**src/rtl/matrix_pkg.sv**
```systemverilog
// ----------------------------------------------------------------------------
// matrix_pkg
// Shared definitions for the LED matrix frame loader:
//   - loader_state_t : bus sequencing states of the frame loader
//   - ROW_COUNT      : row registers written per frame
//   - FRAME_COUNT    : frames in the diagonal colour animation
//   - RED/GREEN/BLUE : bit positions of the colour channels inside a nibble
// ----------------------------------------------------------------------------
package matrix_pkg;

    typedef enum logic [2:0] {
        ST_WAIT   = 3'd0,
        ST_WRITE  = 3'd1,
        ST_WDRAIN = 3'd2,
        ST_READ   = 3'd3,
        ST_RDRAIN = 3'd4
    } loader_state_t;

    localparam int ROW_COUNT   = 8;
    localparam int FRAME_COUNT = 7;
    localparam int NIB_W       = 4;

    localparam int RED   = 2;
    localparam int GREEN = 1;
    localparam int BLUE  = 0;

endpackage

```
**src/rtl/matrix_pattern_gen.sv**
```systemverilog
// ----------------------------------------------------------------------------
// matrix_pattern_gen
// Combinational generator of one 32-bit row word of the diagonal animation.
// Column c occupies nibble [4*(7-c)+3 : 4*(7-c)] with colour
// ((row + c + frame) mod 7) + 1, so every nibble is non-black and bit 3 = 0.
// Ports:
//   frame [2:0]  in   animation frame, 0..6
//   row   [2:0]  in   row register index, 0..7
//   word  [31:0] out  packed row word
// ----------------------------------------------------------------------------
module matrix_pattern_gen
    import matrix_pkg::*;
(
    input  logic [2:0]  frame,
    input  logic [2:0]  row,
    output logic [31:0] word
);

    // Build every column nibble; mod 7 is done by conditional subtraction
    // because the 5-bit sum never exceeds 21.
    always_comb begin
        logic [4:0] sum_v;
        logic [4:0] mod_v;
        logic [2:0] colour_v;
        logic [3:0] nib_v;
        word     = 32'h0000_0000;
        sum_v    = 5'd0;
        mod_v    = 5'd0;
        colour_v = 3'd0;
        nib_v    = 4'b0000;
        for (int c = 0; c < ROW_COUNT; c++) begin
            sum_v = {2'b00, row} + 5'(c) + {2'b00, frame};
            if (sum_v >= 5'd21) begin
                mod_v = sum_v - 5'd21;
            end else if (sum_v >= 5'd14) begin
                mod_v = sum_v - 5'd14;
            end else if (sum_v >= 5'd7) begin
                mod_v = sum_v - 5'd7;
            end else begin
                mod_v = sum_v;
            end
            colour_v     = 3'(mod_v + 5'd1);
            nib_v        = 4'b0000;
            nib_v[RED]   = colour_v[2];
            nib_v[GREEN] = colour_v[1];
            nib_v[BLUE]  = colour_v[0];
            word[(ROW_COUNT - 1 - c) * NIB_W +: NIB_W] = nib_v;
        end
    end

endmodule

```
**src/rtl/matrix_frame_loader.sv**
```systemverilog
// ----------------------------------------------------------------------------
// matrix_frame_loader
// Wishbone pipelined initiator feeding the 8-row LED matrix register slave.
// Every FRAME_PERIOD enabled cycles it writes the current animation frame to
// row registers 0..7, optionally reads them back and compares, then moves to
// the next of 7 frames. A cycle that stops receiving acks is aborted and the
// same frame is retried.
// Ports:
//   clk, reset            clock, asynchronous active-high reset
//   i_enable              run the animation (period counter held at 0 if low)
//   i_verify              read back and compare after each write phase
//   o_wb_cyc/stb/we       wishbone cycle, strobe, write enable
//   o_wb_addr/sel/wdata   row address, byte selects, write data
//   i_wb_ack/stall/rdata  slave ack, stall, read data
//   o_frame_idx           current frame 0..6
//   o_busy                mirrors o_wb_cyc
//   o_verify_err          sticky readback mismatch
//   o_timeout             sticky ack timeout
// ----------------------------------------------------------------------------
module matrix_frame_loader
    import matrix_pkg::*;
#(
    parameter int WB_DATA_WIDTH = 32,
    parameter int WB_ADDR_WIDTH = 3,
    parameter int WB_SEL_WIDTH  = WB_DATA_WIDTH / 8,
    parameter int FRAME_PERIOD  = 1000000,
    parameter int ACK_TIMEOUT   = 255
)
(
    input  logic                     clk,
    input  logic                     reset,
    input  logic                     i_enable,
    input  logic                     i_verify,
    output logic                     o_wb_cyc,
    output logic                     o_wb_stb,
    output logic                     o_wb_we,
    output logic [WB_ADDR_WIDTH-1:0] o_wb_addr,
    output logic [WB_SEL_WIDTH-1:0]  o_wb_sel,
    output logic [WB_DATA_WIDTH-1:0] o_wb_wdata,
    input  logic                     i_wb_ack,
    input  logic                     i_wb_stall,
    input  logic [WB_DATA_WIDTH-1:0] i_wb_rdata,
    output logic [2:0]               o_frame_idx,
    output logic                     o_busy,
    output logic                     o_verify_err,
    output logic                     o_timeout
);

    localparam int PERIOD_W = (FRAME_PERIOD > 1) ? $clog2(FRAME_PERIOD) : 1;
    localparam int TO_W     = $clog2(ACK_TIMEOUT + 1);

    localparam logic [PERIOD_W-1:0] PERIOD_LAST = PERIOD_W'(FRAME_PERIOD - 1);
    localparam logic [TO_W-1:0]     TO_LAST     = TO_W'(ACK_TIMEOUT - 1);
    localparam logic [2:0]          FRAME_LAST  = 3'(FRAME_COUNT - 1);
    localparam logic [3:0]          ROWS_DONE   = 4'(ROW_COUNT);

    loader_state_t           state_r;
    logic [PERIOD_W-1:0]     period_cnt_r;
    logic [3:0]              issue_cnt_r;
    logic [3:0]              ack_cnt_r;
    logic [TO_W-1:0]         to_cnt_r;
    logic [2:0]              frame_r;

    logic                     cyc_r;
    logic                     stb_r;
    logic                     we_r;
    logic [WB_ADDR_WIDTH-1:0] addr_r;
    logic [WB_SEL_WIDTH-1:0]  sel_r;
    logic [WB_DATA_WIDTH-1:0] wdata_r;
    logic                     verify_err_r;
    logic                     timeout_r;

    logic        ack_valid_s;
    logic        accept_s;
    logic [3:0]  ack_next_s;
    logic        outstanding_s;
    logic        timeout_hit_s;
    logic        rd_mismatch_s;
    logic [2:0]  wr_row_s;
    logic [2:0]  frame_next_s;
    logic [31:0] wr_word_s;
    logic [31:0] chk_word_s;

    // Word for the row about to be presented on the bus.
    matrix_pattern_gen u_wr_pattern (
        .frame (frame_r),
        .row   (wr_row_s),
        .word  (wr_word_s)
    );

    // Expected readback word for the next ack to arrive.
    matrix_pattern_gen u_chk_pattern (
        .frame (frame_r),
        .row   (ack_cnt_r[2:0]),
        .word  (chk_word_s)
    );

    // Bus handshake qualifiers and next-row selection.
    always_comb begin
        ack_valid_s   = i_wb_ack & cyc_r;
        accept_s      = stb_r & ~i_wb_stall;
        ack_next_s    = ack_cnt_r + {3'd0, ack_valid_s};
        outstanding_s = (issue_cnt_r > ack_cnt_r);
        timeout_hit_s = cyc_r & ~i_wb_ack & outstanding_s & (to_cnt_r == TO_LAST);

        if ((state_r == ST_READ) || (state_r == ST_RDRAIN)) begin
            rd_mismatch_s = ack_valid_s & (i_wb_rdata != chk_word_s);
        end else begin
            rd_mismatch_s = 1'b0;
        end

        // Leaving WAIT presents row 0; otherwise the row after the one
        // being accepted.
        if (state_r == ST_WAIT) begin
            wr_row_s = 3'd0;
        end else begin
            wr_row_s = issue_cnt_r[2:0] + 3'd1;
        end

        if (frame_r == FRAME_LAST) begin
            frame_next_s = 3'd0;
        end else begin
            frame_next_s = frame_r + 3'd1;
        end
    end

    // Loader FSM, bus counters and all registered outputs.
    always_ff @(posedge clk or posedge reset) begin
        if (reset) begin
            state_r      <= ST_WAIT;
            period_cnt_r <= {PERIOD_W{1'b0}};
            issue_cnt_r  <= 4'd0;
            ack_cnt_r    <= 4'd0;
            to_cnt_r     <= {TO_W{1'b0}};
            frame_r      <= 3'd0;
            cyc_r        <= 1'b0;
            stb_r        <= 1'b0;
            we_r         <= 1'b0;
            addr_r       <= {WB_ADDR_WIDTH{1'b0}};
            sel_r        <= {WB_SEL_WIDTH{1'b0}};
            wdata_r      <= {WB_DATA_WIDTH{1'b0}};
            verify_err_r <= 1'b0;
            timeout_r    <= 1'b0;
        end else begin
            // Bookkeeping common to every bus state; the state case below
            // overrides it when a phase starts.
            ack_cnt_r <= ack_next_s;
            if (i_wb_ack) begin
                to_cnt_r <= {TO_W{1'b0}};
            end else if (cyc_r && outstanding_s) begin
                to_cnt_r <= to_cnt_r + TO_W'(1);
            end else begin
                to_cnt_r <= {TO_W{1'b0}};
            end
            if (rd_mismatch_s) begin
                verify_err_r <= 1'b1;
            end

            case (state_r)
                ST_WAIT: begin
                    if (!i_enable) begin
                        period_cnt_r <= {PERIOD_W{1'b0}};
                    end else if (period_cnt_r == PERIOD_LAST) begin
                        period_cnt_r <= {PERIOD_W{1'b0}};
                        issue_cnt_r  <= 4'd0;
                        ack_cnt_r    <= 4'd0;
                        to_cnt_r     <= {TO_W{1'b0}};
                        cyc_r        <= 1'b1;
                        stb_r        <= 1'b1;
                        we_r         <= 1'b1;
                        sel_r        <= {WB_SEL_WIDTH{1'b1}};
                        addr_r       <= {WB_ADDR_WIDTH{1'b0}};
                        wdata_r      <= wr_word_s;
                        state_r      <= ST_WRITE;
                    end else begin
                        period_cnt_r <= period_cnt_r + PERIOD_W'(1);
                    end
                end

                ST_WRITE, ST_READ: begin
                    if (timeout_hit_s) begin
                        cyc_r     <= 1'b0;
                        stb_r     <= 1'b0;
                        we_r      <= 1'b0;
                        timeout_r <= 1'b1;
                        state_r   <= ST_WAIT;
                    end else if (accept_s) begin
                        issue_cnt_r <= issue_cnt_r + 4'd1;
                        if (issue_cnt_r == 4'd7) begin
                            stb_r   <= 1'b0;
                            state_r <= (state_r == ST_WRITE) ? ST_WDRAIN : ST_RDRAIN;
                        end else begin
                            addr_r <= WB_ADDR_WIDTH'(wr_row_s);
                            if (state_r == ST_WRITE) begin
                                wdata_r <= wr_word_s;
                            end else begin
                                wdata_r <= {WB_DATA_WIDTH{1'b0}};
                            end
                        end
                    end
                end

                ST_WDRAIN: begin
                    if (timeout_hit_s) begin
                        cyc_r     <= 1'b0;
                        stb_r     <= 1'b0;
                        we_r      <= 1'b0;
                        timeout_r <= 1'b1;
                        state_r   <= ST_WAIT;
                    end else if (ack_next_s == ROWS_DONE) begin
                        if (i_verify) begin
                            // cyc stays high straight into the readback.
                            issue_cnt_r <= 4'd0;
                            ack_cnt_r   <= 4'd0;
                            to_cnt_r    <= {TO_W{1'b0}};
                            stb_r       <= 1'b1;
                            we_r        <= 1'b0;
                            addr_r      <= {WB_ADDR_WIDTH{1'b0}};
                            wdata_r     <= {WB_DATA_WIDTH{1'b0}};
                            state_r     <= ST_READ;
                        end else begin
                            cyc_r   <= 1'b0;
                            we_r    <= 1'b0;
                            frame_r <= frame_next_s;
                            state_r <= ST_WAIT;
                        end
                    end
                end

                ST_RDRAIN: begin
                    if (timeout_hit_s) begin
                        cyc_r     <= 1'b0;
                        stb_r     <= 1'b0;
                        we_r      <= 1'b0;
                        timeout_r <= 1'b1;
                        state_r   <= ST_WAIT;
                    end else if (ack_next_s == ROWS_DONE) begin
                        cyc_r   <= 1'b0;
                        frame_r <= frame_next_s;
                        state_r <= ST_WAIT;
                    end
                end

                default: begin
                    cyc_r   <= 1'b0;
                    stb_r   <= 1'b0;
                    we_r    <= 1'b0;
                    state_r <= ST_WAIT;
                end
            endcase
        end
    end

    assign o_wb_cyc     = cyc_r;
    assign o_wb_stb     = stb_r;
    assign o_wb_we      = we_r;
    assign o_wb_addr    = addr_r;
    assign o_wb_sel     = sel_r;
    assign o_wb_wdata   = wdata_r;
    assign o_frame_idx  = frame_r;
    assign o_busy       = cyc_r;
    assign o_verify_err = verify_err_r;
    assign o_timeout    = timeout_r;

endmodule

```
**config.mk**
```make
export PLATFORM = sky130hd
export DESIGN_NAME = matrix_frame_loader
export DESIGN_NICKNAME = d
export VERILOG_FILES = /design/src/rtl/matrix_pkg.sv /design/src/rtl/matrix_pattern_gen.sv /design/src/rtl/matrix_frame_loader.sv
export SDC_FILE = /design/constraint.sdc
export NUM_CORES = 1
export LEC_CHECK = 0
export BUFFER_PORTS_ARGS = -buffer_cell sky130_fd_sc_hd__buf_2
export CORE_MARGIN = 5
export CORE_UTILIZATION = 38
export CTS_BUF_LIST = sky130_fd_sc_hd__clkbuf_8
export CTS_CLUSTER_DIAMETER = 200
export DETAILED_ROUTE_END_ITERATION = 6
export SLEW_MARGIN = 20
export SYNTH_ARGS = -nofsm -noshare
export SYNTH_HDL_FRONTEND = slang
export SYNTH_SLANG_ARGS = --single-unit
```
**constraint.sdc**
```tcl
create_clock -name clk -period 6.9 [get_ports clk]
set_clock_uncertainty 0.2 [all_clocks]
set_input_delay 0.345 -clock clk [delete_from_list [all_inputs] [get_ports clk]]
set_output_delay 0.345 -clock clk [all_outputs]
set_load 0.01 [all_outputs]
```
* After elaboration in Yosys (flattened, before gate mapping)
Cells that the tools add are included.
** Cells by class
- Magnitude comparators :: 49
- Reduce and logical (&&, ||, !) cells :: 17
- Bitwise logic cells :: 8
- Muxes and demuxes :: 129
- Eq/ne operators :: 30
- Add/sub/neg operators :: 100
** Operators by type and width (count)
- 32-bit two-way mux :: 8
- 3-bit two-way mux :: 73
- 3-bit subtractor (second input constant) :: 48
- 32-bit case mux with 3 select lines :: 1
- 4-bit by 3-bit adder with 5-bit output :: 14
- 5-bit by 3-bit >= comparator with 1-bit output (second input constant) :: 14
- 5-bit by 4-bit >= comparator with 1-bit output (second input constant) :: 14
- 5-bit >= comparator (second input constant) :: 14
- 8-bit two-way mux :: 7
- 3-bit by 1-bit adder with 3-bit output (second input constant) :: 18
- 4-bit two-way mux :: 12
- 20-bit two-way mux :: 2
- 3-bit by 3-bit adder with 4-bit output (second input constant) :: 8
- 32-bit by 31-bit != test with 1-bit output :: 1
- 31-bit two-way mux :: 1
- 2-bit != test (second input constant) :: 11
- 20-bit by 1-bit adder with 20-bit output (second input constant) :: 1
- 20-bit == test (second input constant) :: 1
- 6-bit AND reduction :: 3
- 3-bit by 2-bit adder with 4-bit output (second input constant) :: 4
- 8-bit case mux with 2 select lines :: 1
- 1-bit two-way mux :: 15
- 3-bit != test (second input constant) :: 5
- 3-bit case mux with 4 select lines :: 1
- 40 further kinds :: 56
** Storage, ports and cells
- Input bits :: 38
- Register bits after elaboration :: 83
- Logic and storage cells :: 347
- Output and inout port bits :: 48

* Logic depth before layout (Yosys ltp)
Gate-level depths: netlist of the first run.
- Word-level depth :: 14
- Depth in mapped cells :: 21
- Gate-level depth less buffers :: 21

* By module
Synthesis of the first run repeated with hierarchy kept, for this count alone.
** Second synthesis, totals
- Cells, all modules :: 1154
- Area total of the unflattened synthesis :: 9748.1 um^2
** Modules (own cells, without submodules)
- matrix_frame_loader :: area each 4678.2 um^2, instances 1, sequential area each 2077.0 um^2, cells each 502
- matrix_pattern_gen at u_chk_pattern :: area each 2552.4 um^2, instances 1, sequential area each 0.0 um^2, cells each 327
- matrix_pattern_gen at u_wr_pattern :: area each 2517.4 um^2, instances 1, sequential area each 0.0 um^2, cells each 325

* Worst setup path before layout of the first run
Ideal clock, no wire load.
- Path kind :: flip-flop to flip-flop
- From :: register frame_r[1], in the netlist o_frame_idx[1]
- To :: register verify_err_r, in the netlist o_verify_err
- Path slack :: 1.941 ns
- Data required time :: 6.567 ns
- Arrival :: 4.626 ns
- Stages on the path, launching flop included :: 20
- Library setup time :: 0.133 ns
- Path buffers :: 1
- Period minus slack after synthesis :: 4.959 ns
- Cells stage by stage :: dfrtp_1 inv_1 ha_1 buf_2 inv_1 ha_1 xnor2_1 ha_1 nor2_1 o31ai_1 o21ai_0 xnor2_1 ha_1 xnor2_1 nor2_1 a221o_1 nor4_1 nand4_1 nor4_1 a31oi_1
** Between the ends
- Cells in the longest elaborated chain, start to end :: 9
- Elaborated cells between the ends (all ways) :: 91
- Classes of those cells :: 40 x add/sub; 24 x order compare; 1 x eq/ne; 25 x mux; 1 x bitwise
** Ends and longest elaborated chain
- start, declared :: line matrix_frame_loader.sv:62 : logic [2:0] frame_r;
- start signal, assigned :: line matrix_frame_loader.sv:224 : frame_r <= frame_next_s;
- start signal, assigned :: line matrix_frame_loader.sv:239 : frame_r <= frame_next_s;
- 4-bit by 3-bit adder with 5-bit output or 3-bit by 3-bit adder with 4-bit output (tied branches) :: line matrix_pattern_gen.sv:32 : sum_v = {2'b00, row} + 5'(c) + {2'b00, frame};
- 5-bit by 3-bit >= comparator with 1-bit output (tied with other cells) :: line matrix_pattern_gen.sv:37 : end else if (sum_v >= 5'd7) begin
- 3-bit two-way mux :: line matrix_pattern_gen.sv:37
- 3-bit two-way mux :: line matrix_pattern_gen.sv:35 : end else if (sum_v >= 5'd14) begin
- 3-bit two-way mux :: line matrix_pattern_gen.sv:33 : if (sum_v >= 5'd21) begin
- 3-bit by 1-bit adder with 3-bit output :: line matrix_pattern_gen.sv:42 : colour_v = 3'(mod_v + 5'd1);
- 32-bit by 31-bit != test with 1-bit output * :: line matrix_frame_loader.sv:107 : rd_mismatch_s = ack_valid_s & (i_wb_rdata != chk_word_s);
- 1-bit bitwise AND * :: line matrix_frame_loader.sv:107
- 1-bit two-way mux * :: line matrix_frame_loader.sv:106 : if ((state_r == ST_READ) || (state_r == ST_RDRAIN)) begin
- end signal, assigned :: line matrix_frame_loader.sv:142 : verify_err_r <= 1'b0;
- end signal, assigned :: line matrix_frame_loader.sv:156 : verify_err_r <= 1'b1;
- end, declared :: line matrix_frame_loader.sv:70 : logic verify_err_r;
Mark *: on every way between the ends. The rest lies on a longest branch, timed or not.
A chain may end at the register's enable or synchronous reset.

* Worst setup path in the final report of the first run
- From :: register frame_r[2], in the netlist o_frame_idx[2]
- To :: register verify_err_r, in the netlist o_verify_err
Same word-level chain as after synthesis.

==> flow_summary.ini, run 1 <==
[synthesis]
ys_async_sr_fraction = 1.00
yosys.area_share.xor_xnor = 0.0915
seq_area_frac_synth = 0.209
synth_adder_area_share = 0.198
syn-instance-count = 1080
synth_edf_count = 0
ys.flop_type = dfrtp_1
yosys_warnings = 0
synth_compound_area_frac = 0.232
synth_area_sq_um = 8990
muxShareOfSynthArea = 0.0230
yosysUniqueCellTypes = 80
yosys.area_share.simple = 0.196
ys_ff_latch = 75
syn_area_per_cell_sq_um = 8.33
synth_top_family_by_area = compound AO/OA/AOI/OAI gates

[sta]
fin_crit_sh = 0.811
setup-tns-final_ps = 0
max_slew_margin = 0.495
tightestPinTransition_ps = 752
fin_crit_ps = 5600
slew_viol_final = 0
hold_ws_ps = -48.0
setup_viol = 0
hold_viol_final = 74
rsz0062_at_grt = no
timing.fmax_mhz = 179

[setup_path]
reg2reg_from = o_frame_idx[2]
startpoint_type = register
crit_end = o_verify_err
cp_max_fo = 10
cp-end-kind = register
startpoint = o_frame_idx[2]
path_buf_inv = 3
worstPathRequired_ps = 6950
cp_slowest_cell = ha_1
rr_worst_depth = 20
slowest_delay_ps = 570
regToRegSetupSlack_ps = 1300
crit_type = register to register
worstReg2RegEnd = o_verify_err
worst-path-stages = 20
cp_top_family = adder cells
worstPathArrival_ps = 5640
path_common_cell = ha_1
crit_path_cell_trace = inv_1 -> ha_1 -> inv_1 -> ha_1 -> inv_1 -> ha_1 -> ha_1 -> a22o_1 -> a21o_1 -> nand2_1 -> o21ai_0 -> a221oi_1 -> ha_1 -> xor2_1 -> nor4_1 -> o2111ai_1 -> nor4_1 -> nand4_1 -> nor4_1 -> a31oi_1

[global_routing]
grt_pass1_vias = 7654
busiest_layer = met2
grt_pass1_wl_um = 38000
use_met1 = 0.244
use_met2 = 0.278
track_usage = 0.171
antenna_found_initial = 0
grt_max_degree = 76
met3_usage = 0.0188
globalRouteOverflowTotal = 0

[clocking]
cts-root-buf = clkbuf_8
clock_sinks = 75
clk_latency_ps = 380
clk_pin_slew_worst_paths_ps = 90
cts_setup_buffers = 0
cts_tree = yes
cts.path.max_buffers = 2
h-tree-depth = 3
numCtsBuffers = 9
hold_buffers = 0
cts_resized = 0

[floorplanning]
die_area_sq_um = 26800
io_pins = 86
die_h_um = 164
rows = 56
initial_core_util = 0.384
core_sq_um = 23400
fp.dieW_um = 164

[worst_hold_path]
hold_path.class = input port to asynchronous set/reset pin

[outcome]
violations = hold timing
status = finished, violations left

[placed_design]
gp_congestion = 0.883
numPortBuffers = 77
place_hpwl_um = 17800

[drt]
wl_per_cell_um = 15.7
firstDrtPassIters = 6
viasPerCell = 5.46
drc = 0
detail_route.iter0.violations = 491
wl_um = 22900
vias = 7977
ant_nets = 0

[cells_and_area]
nets = 1311
drive_gt1_frac = 0.125
antenna_cells = 0
fill_cells = 2392
syn2layout_area_growth_pct = 9.24
final_core_utilization = 0.420

[run]
maxCapViolCount = 0
==> worst min-delay path by stage <==
stage,cells after the start,end,start
finish,3,period_cnt_r[16],reset
floorplan,1,period_cnt_r[18],period_cnt_r[18]
global placement,2,o_wb_wdata[30],o_wb_wdata[30]
CTS,3,period_cnt_r[16],reset
global route,3,period_cnt_r[9],reset
detailed placement,2,o_wb_wdata[12],o_wb_wdata[12]
==> cell usage after synthesis (all sizes together), types with 13 or more instances <==
master,instances,area (sq um)
nand2b,21,131
clkbuf,15,56.3
and2,13,81.3
and3,17,106
xor2,41,359
buf,28,178
nor2,54,203
o31ai,28,290
nor3,24,120
mux2i,15,150
nand2,135,507
a221oi,21,184
o21ai,71,355
nor2b,16,100
ha,123,1540
nand3,49,250
a21oi,48,244
dfrtp,75,1880
xnor2,53,464
inv,57,214
==> metrics by stage <==
step                setup slack [ps]  instance area, sq um  instances
finish                          1300                  9830       1462
global route                     718                  9830       1462
CTS                             1270                  9810       1462
detailed placement              1300                  9620       1446
global placement                1300                  9620       1446
floorplan                       1940                  9020       1087
==> area by class of cell <==
cell class | count | area (sq um) | area share
Timing Repair Buffer | 83 | 434 | 0.0442
Sequential cell | 75 | 1880 | 0.191
Multi-Input combinational cell | 911 | 6700 | 0.682
Clock buffer | 10 | 138 | 0.0140
Inverter | 58 | 219 | 0.0223
Clock inverter | 6 | 56.3 | 0.00573
Tap cell | 319 | 399 | 0.0406
==> worst register-to-register path: cells and delay by family (launching register included) <==
family / cells / cell delay, ps
fa+ha+maj: 5 / 2020
simple gates: 5 / 1020
compound gates: 6 / 1090
buf+inv: 3 / 490
xor+xnor: 1 / 190
flops: 1 / 450
==> per-layer routing <==
layer,vias up,wire (um),part of all wire
li1,4017,-,-
met1,3766,11300,0.49
met2,171,10400,0.45
met3,23,889,0.039
met4,0,335,0.015
met5,-,0,0
==> placed cells by master (no fill, tap or decap), types with 16 or more instances in the layout <==
| cell type | n |
|---|---|
| xnor2_1 | 53 |
| a221oi_1 | 21 |
| inv_1 | 56 |
| nand2_1 | 135 |
| buf_2 | 77 |
| nand2b_1 | 21 |
| nand3_1 | 48 |
| o31ai_2 | 16 |
| a21oi_1 | 47 |
| nor2_1 | 54 |
| and3_1 | 17 |
| nor3_1 | 24 |
| ha_1 | 123 |
| o21ai_0 | 70 |
| xor2_1 | 41 |
| dfrtp_1 | 75 |
==> cell families after synthesis <==
kind of cell / count (synthesis)
AND/OR/NAND/NOR: 363
AO/OA/AOI/OAI: 291
adder cells (fa/ha/maj): 135
buffers and inverters: 101
XOR/XNOR: 94
flip-flops: 75
multiplexers: 20
other: 1
==> state kept, by name, indices dropped and copies added, names as in the netlist, 3 cells and up <==
| register | cells |
|---|---|
| period_cnt_r | 20 |
| state_r | 3 |
| o_frame_idx | 3 |
| o_wb_addr | 3 |
| issue_cnt_r | 4 |
| to_cnt_r | 8 |
| ack_cnt_r | 4 |
| o_wb_wdata | 24 |
Power of run 1 is not shown: default switching activity piles up to over one toggle a cycle in this logic, so the estimate is an artifact.
==> inputs of run 2 (changes only) <==
--- a/config.mk
+++ b/config.mk
@@ -5,6 +5,7 @@
 export SDC_FILE = /design/constraint.sdc
 export NUM_CORES = 1
 export LEC_CHECK = 0
+export ABC_AREA = 1
 export BUFFER_PORTS_ARGS = -buffer_cell sky130_fd_sc_hd__buf_2
 export CORE_MARGIN = 5
 export CORE_UTILIZATION = 38
==> constraint.sdc (replaced) <==
create_clock -name clk -period 5.8 [get_ports clk]
set_clock_uncertainty 0.2 [all_clocks]
set_input_delay 0.29 -clock clk [delete_from_list [all_inputs] [get_ports clk]]
set_output_delay 0.29 -clock clk [all_outputs]
set_load 0.01 [all_outputs]
==> flow_summary.ini, run 2 <==
[sta]
hold_viol_final = 0
tightestPinTransition_ps = 761
setup-tns-final_ps = 0
fin_crit_ps = 5140
setup_ws_ps = 659
rsz0062_at_grt = no
max_slew_margin = 0.491
timing.fmax_mhz = 195
slew_viol_final = 0
fin_crit_sh = 0.886
setup_viol = 0

[floorplanning]
die_h_um = 161
rows = 55
core_sq_um = 22600
die_area_sq_um = 26000
io_pins = 86
fp.dieW_um = 161
initial_core_util = 0.386

[setup_path]
cp_max_fo = 9
crit_type = register to register
startpoint_type = register
path_buf_inv = 3
worstPathArrival_ps = 5210
worstPathRequired_ps = 5870
slowest_delay_ps = 550
crit_path_cell_trace = inv_1 -> ha_1 -> inv_1 -> ha_1 -> ha_1 -> ha_1 -> inv_1 -> nand3_1 -> o21ai_0 -> nor2_1 -> a221oi_1 -> ha_1 -> xnor2_1 -> nand2_1 -> nor3_1 -> nand4_1 -> a21oi_1 -> nand2_1 -> nor2_1 -> nand3_1 -> nor2_1 -> nand2_1 -> nand2_1 -> nand2_1
cp-end-kind = register
regToRegSetupSlack_ps = 660
cp_top_family = adder cells
cp_slowest_cell = o21ai_0

[placed_design]
place_hpwl_um = 17200
pre_cts_slack_ps = 697
gp_congestion = 0.864
numPortBuffers = 77

[cells_and_area]
largest_reg_flops = 24
fill_cells = 2409
final_core_utilization = 0.426
syn2layout_area_growth_pct = 10.5
final_common_cell = nand2_1
drive_gt1_frac = 0.0869
nets = 1549
antenna_cells = 0
final_cell_mix = 383 x nand2_1, 190 x inv_1, 123 x ha_1

[global_routing]
grt_max_degree = 76
busiest_layer = met2
use_met2 = 0.280
use_met1 = 0.234
met3_usage = 0.0283
antenna_found_initial = 1
grt_pass1_vias = 7834
track_usage = 0.168
grt_pass1_wl_um = 37100
globalRouteOverflowTotal = 0

[synthesis]
synth_top_area_frac = 0.216
syn_area_per_cell_sq_um = 6.71
yosysUniqueCellTypes = 42
syn-instance-count = 1296
synth.area.top_cells = dfrtp_1 22%, ha_1 18%, nand2_1 17%, inv_1 8.2%, nand3_1 4.9%
synth_edf_count = 0
yosys_warnings = 0
ys.flop_type = dfrtp_1
ys_async_sr_fraction = 1.00
synth_common_cells = 383 x nand2_1, 191 x inv_1, 123 x ha_1, 93 x nor2_1, 86 x nand3_1
yosysTopAreaCell = dfrtp_1
seq_area_frac_synth = 0.216
synth_area_sq_um = 8700
synthMostInstantiatedCell = nand2_1
ys_ff_latch = 75

[clocking]
cts-root-buf = clkbuf_8
numCtsBuffers = 9
cts.path.max_buffers = 2
h-tree-depth = 3
clk_pin_slew_worst_paths_ps = 90
clk_latency_ps = 370
cts_resized = 0
clock_sinks = 75
cts_setup_buffers = 0
cts_tree = yes

[run]
maxCapViolCount = 0

[drt]
firstDrtPassIters = 5
detail_route.iter0.violations = 433
wl_per_cell_um = 13.1
drc = 0
vias = 8129
wl_um = 21900
viasPerCell = 4.88
ant_nets = 0

[power_and_ir_drop]
p_per_area_nw_per_um2 = 105
power.leakage_nw = 5.34
finalPower_mw = 1.01
vdd_drop_max_uv = 107

[worst_hold_path]
hold_path.class = input port to register

[outcome]
status = completed
==> run 2: cell types whose count changed in the layout (fill, tap and decap cells not counted), moves of 16 or more <==
cell      previous run  this run
nor2_1              54        93
nand2_1            135       383
xnor2_1             53        23
inv_1               56       190
a221oi_1            21         4
nand2b_1            21         0
nand3_1             48        86
o31ai_2             16         0
and3_1              17         1
==> run 2: cells by family after synthesis <==
group | count (synthesis) | share of synthesized area
adder cells (fa/ha/maj) | 135 | 0.204
buffers and inverters | 224 | 0.103
XOR/XNOR | 65 | 0.0654
AND/OR/NAND/NOR | 616 | 0.293
flip-flops | 75 | 0.216
other | 1 | 0.000431
AO/OA/AOI/OAI | 180 | 0.117
==> run 2: final timing paths <==
kind                           startpoint              to  cells past startpoint
min                              i_wb_ack    o_verify_err                      5
min in group asynchronous           reset  o_wb_wdata[28]                      4
min reg2reg                o_wb_wdata[13]  o_wb_wdata[13]                      2
max reg2reg                o_frame_idx[1]    o_verify_err                     24
max                        o_frame_idx[1]    o_verify_err                     24
max in group asynchronous           reset     to_cnt_r[0]                      4
==> run 2: worst min-delay path, delay by kind of cell <==
| family | cells | cell delay (ps) |
|---|---|---|
| and+or+nand+nor | 4 | 270 |
| buffers and inverters | 1 | 110 |
==> run 2: area by class of cell <==
cell class | count | area, sq um | share of cell area
Multi-Input combinational cell | 1004 | 5950 | 0.619
Clock buffer | 11 | 151 | 0.0157
Timing Repair Buffer | 88 | 474 | 0.0493
Sequential cell | 75 | 1880 | 0.195
Clock inverter | 5 | 60.1 | 0.00625
Tap cell | 285 | 357 | 0.0371
Inverter | 198 | 744 | 0.0774
==> run 2: where the power goes <==
group | switching, mW | internal, mW
combinational | 0.0271 | 0.0172
sequential | 0 | 0.522
clock | 0.220 | 0.224
total | 0.247 | 0.764
==> run 2: per-layer routing <==
| metal | vias up | part of all wire |
|---|---|---|
| met5 | - | 0.00059 |
| met4 | 2 | 0.0082 |
| met3 | 12 | 0.026 |
| met2 | 80 | 0.46 |
| met1 | 3727 | 0.51 |
| li1 | 4308 | - |
==> run 2: repair_timing <==
item / in CTS / in global routing
endpoints found under the setup margin: 0 / 0
endpoints found under the hold margin: 0 / 75
hold buffers: 0 / 1
==> run 2: through the flow <==
| step | instance area [sq um] | instances | hold WS [ps] |
|---|---|---|---|
| after floorplan | 8730 | 1303 | 274 |
| after global placement | 9390 | 1649 | 261 |
| after detailed placement | 9390 | 1649 | 259 |
| after CTS | 9600 | 1665 | 54.3 |
| after global routing | 9620 | 1666 | 114 |
| final | 9620 | 1666 | 124 |
Power figures use the tool's default switching activity.
==> inputs of run 3 (changes only) <==
--- a/config.mk
+++ b/config.mk
@@ -10,7 +10,6 @@
 export CORE_MARGIN = 5
 export CORE_UTILIZATION = 38
 export CTS_BUF_LIST = sky130_fd_sc_hd__clkbuf_8
-export CTS_CLUSTER_DIAMETER = 200
 export DETAILED_ROUTE_END_ITERATION = 6
 export SLEW_MARGIN = 20
 export SYNTH_ARGS = -nofsm -noshare
==> constraint.sdc (replaced) <==
create_clock -name clk -period 4.37 [get_ports clk]
set_clock_uncertainty 0.2 [all_clocks]
set_input_delay 0.2185 -clock clk [delete_from_list [all_inputs] [get_ports clk]]
set_output_delay 0.2185 -clock clk [all_outputs]
set_load 0.01 [all_outputs]
==> flow_summary.ini, run 3 (same netlist as run 2, synthesis figures left out) <==
[sta]
hold_viol_final = 0
max_slew_margin = 0.481
tightestPinTransition_ps = 771
rsz0062_at_grt = yes
fin_crit_sh = 0.953
slew_viol_final = 0
hold_ws_ps = 44.9
fin_crit_ps = 4160
setup_ws_ps = 206
timing.fmax_mhz = 240
setup_viol = 0

[placed_design]
pre_cts_slack_ps = 28.1
place_area_sq_um = 9620
gp_congestion = 0.851
numPortBuffers = 77
place_hpwl_um = 17500

[global_routing]
grt_pass1_vias = 8005
globalRouteOverflowTotal = 0
grt_pass1_wl_um = 37000
track_usage = 0.167
grt_max_degree = 57
antenna_found_initial = 1

[drt]
vias = 8240
wl_um = 21900
firstDrtPassIters = 5
drc = 0
detail_route.iter0.violations = 375
viasPerCell = 4.85
ant_nets = 0
wl_per_cell_um = 12.9

[setup_path]
cp_max_fo = 4
worstPathRequired_ps = 4440
startpoint_type = register
cp-end-kind = register
worstPathArrival_ps = 4230
startpoint = ack_cnt_r[2]
reg2reg_from = ack_cnt_r[2]
crit_type = register to register

[floorplanning]
core_sq_um = 22600
fp.dieW_um = 161
io_pins = 86
die_h_um = 161
initial_core_util = 0.386
die_area_sq_um = 26000
rows = 55

[clocking]
cts.path.max_buffers = 2
numCtsBuffers = 9
clk_pin_slew_worst_paths_ps = 90
clock_sinks = 75
h-tree-depth = 3
cts_tree = yes
clk_latency_ps = 370
cts-root-buf = clkbuf_8

[worst_hold_path]
worst_hold_startpoint = i_wb_ack
hold_path.class = input port to register

[power_and_ir_drop]
power.leakage_nw = 5.51
p_per_area_nw_per_um2 = 132
finalPower_mw = 1.33
vdd_drop_max_uv = 128

[cells_and_area]
antenna_cells = 0
multi_input_area_sq_um = 6120
seqCellArea_sq_um = 1880
fill_cells = 2355
final_common_cell = nand2_1
final_core_utilization = 0.444
finalInstanceArea_sq_um = 10000
drive_gt1_frac = 0.134
final_cell_mix = 380 x nand2_1, 185 x inv_1, 113 x ha_1
nets = 1582
largest_reg_flops = 24
syn2layout_area_growth_pct = 15.2

[run]
maxCapViolCount = 0

[outcome]
status = completed
## run 3: cell types whose count changed in the layout (fill, tap and decap cells not counted), moves of 3 or more
| cell | delta |
|---|---|
| ha_1 | -10 |
| buf_4 | +34 |
| ha_4 | +6 |
| o21ai_0 | -4 |
| fa_2 | +3 |
| nand2_2 | +3 |
| fa_1 | -3 |
| ha_2 | +4 |
| inv_2 | +6 |
| nand2_1 | -3 |
| o21ai_2 | +3 |
| nor2_1 | -3 |
| inv_1 | -5 |
## run 3: worst max-delay path: stages (launching register included)
cell	delay [ps]
dfrtp_1	350
inv_1	60
ha_1	290
inv_1	80
ha_4	280
inv_2	50
ha_1	330
ha_1	200
nand2_1	60
nand2_1	70
inv_1	50
nand3_1	90
nand2_1	90
o21ai_0	120
a221oi_2	260
ha_1	300
xnor2_2	220
nand2_1	100
nor3_2	130
nand4_1	100
a21oi_1	120
nand2_1	70
nor2_1	90
nand3_1	80
nor2_1	80
nand2_1	70
nand2_1	60
nand2_1	50
## run 3: what timing repair did
action,CTS,global route
endpoints found under the hold margin,55,0
gates cloned,0,0
hold buffers,1,0
endpoints found under the setup margin,1,13
pin swaps,0,8
buffers inserted,0,3
gates resized for setup,1,41
## run 3: path summary, 6_finish.rpt
path,endpoint,slack [ps],cells past startpoint
setup / recovery,o_verify_err,210,27
hold / removal,o_verify_err,40,5
setup reg to reg,o_verify_err,210,27
hold reg to reg,o_wb_wdata[9],280,2
max in group asynchronous,ack_cnt_r[0],2880,4
min in group asynchronous,o_wb_wdata[13],320,3
## run 3: per-layer routing
metal / share of wire / global-route usage
met1: 0.49 / 0.228
met2: 0.46 / 0.280
met3: 0.031 / 0.0265
met4: 0.013 / 0.0384
met5: 0.00059 / 0
## run 3: report_power, final
part | internal, mW | switching (mW)
sequential | 0.693 | 0
clock | 0.280 | 0.293
combinational | 0.0231 | 0.0365
## run 3: cell type report
cell class / count / area share
inverters: 198 / 0.0744
clock buffers: 10 / 0.0137
repair buffers: 121 / 0.0717
multi-input cells: 1004 / 0.611
well taps: 285 / 0.0356
clock inverters: 6 / 0.00637
flip-flops and latches: 75 / 0.187
## run 3: per-stage QoR
| stage | std cells | TNS [ps] |
|---|---|---|
| finish | 1699 | 0 |
| global route | 1699 | -92.4 |
| CTS | 1696 | 0 |
| detailed placement | 1679 | 0 |
| global placement | 1679 | 0 |
| floorplan | 1303 | 0 |
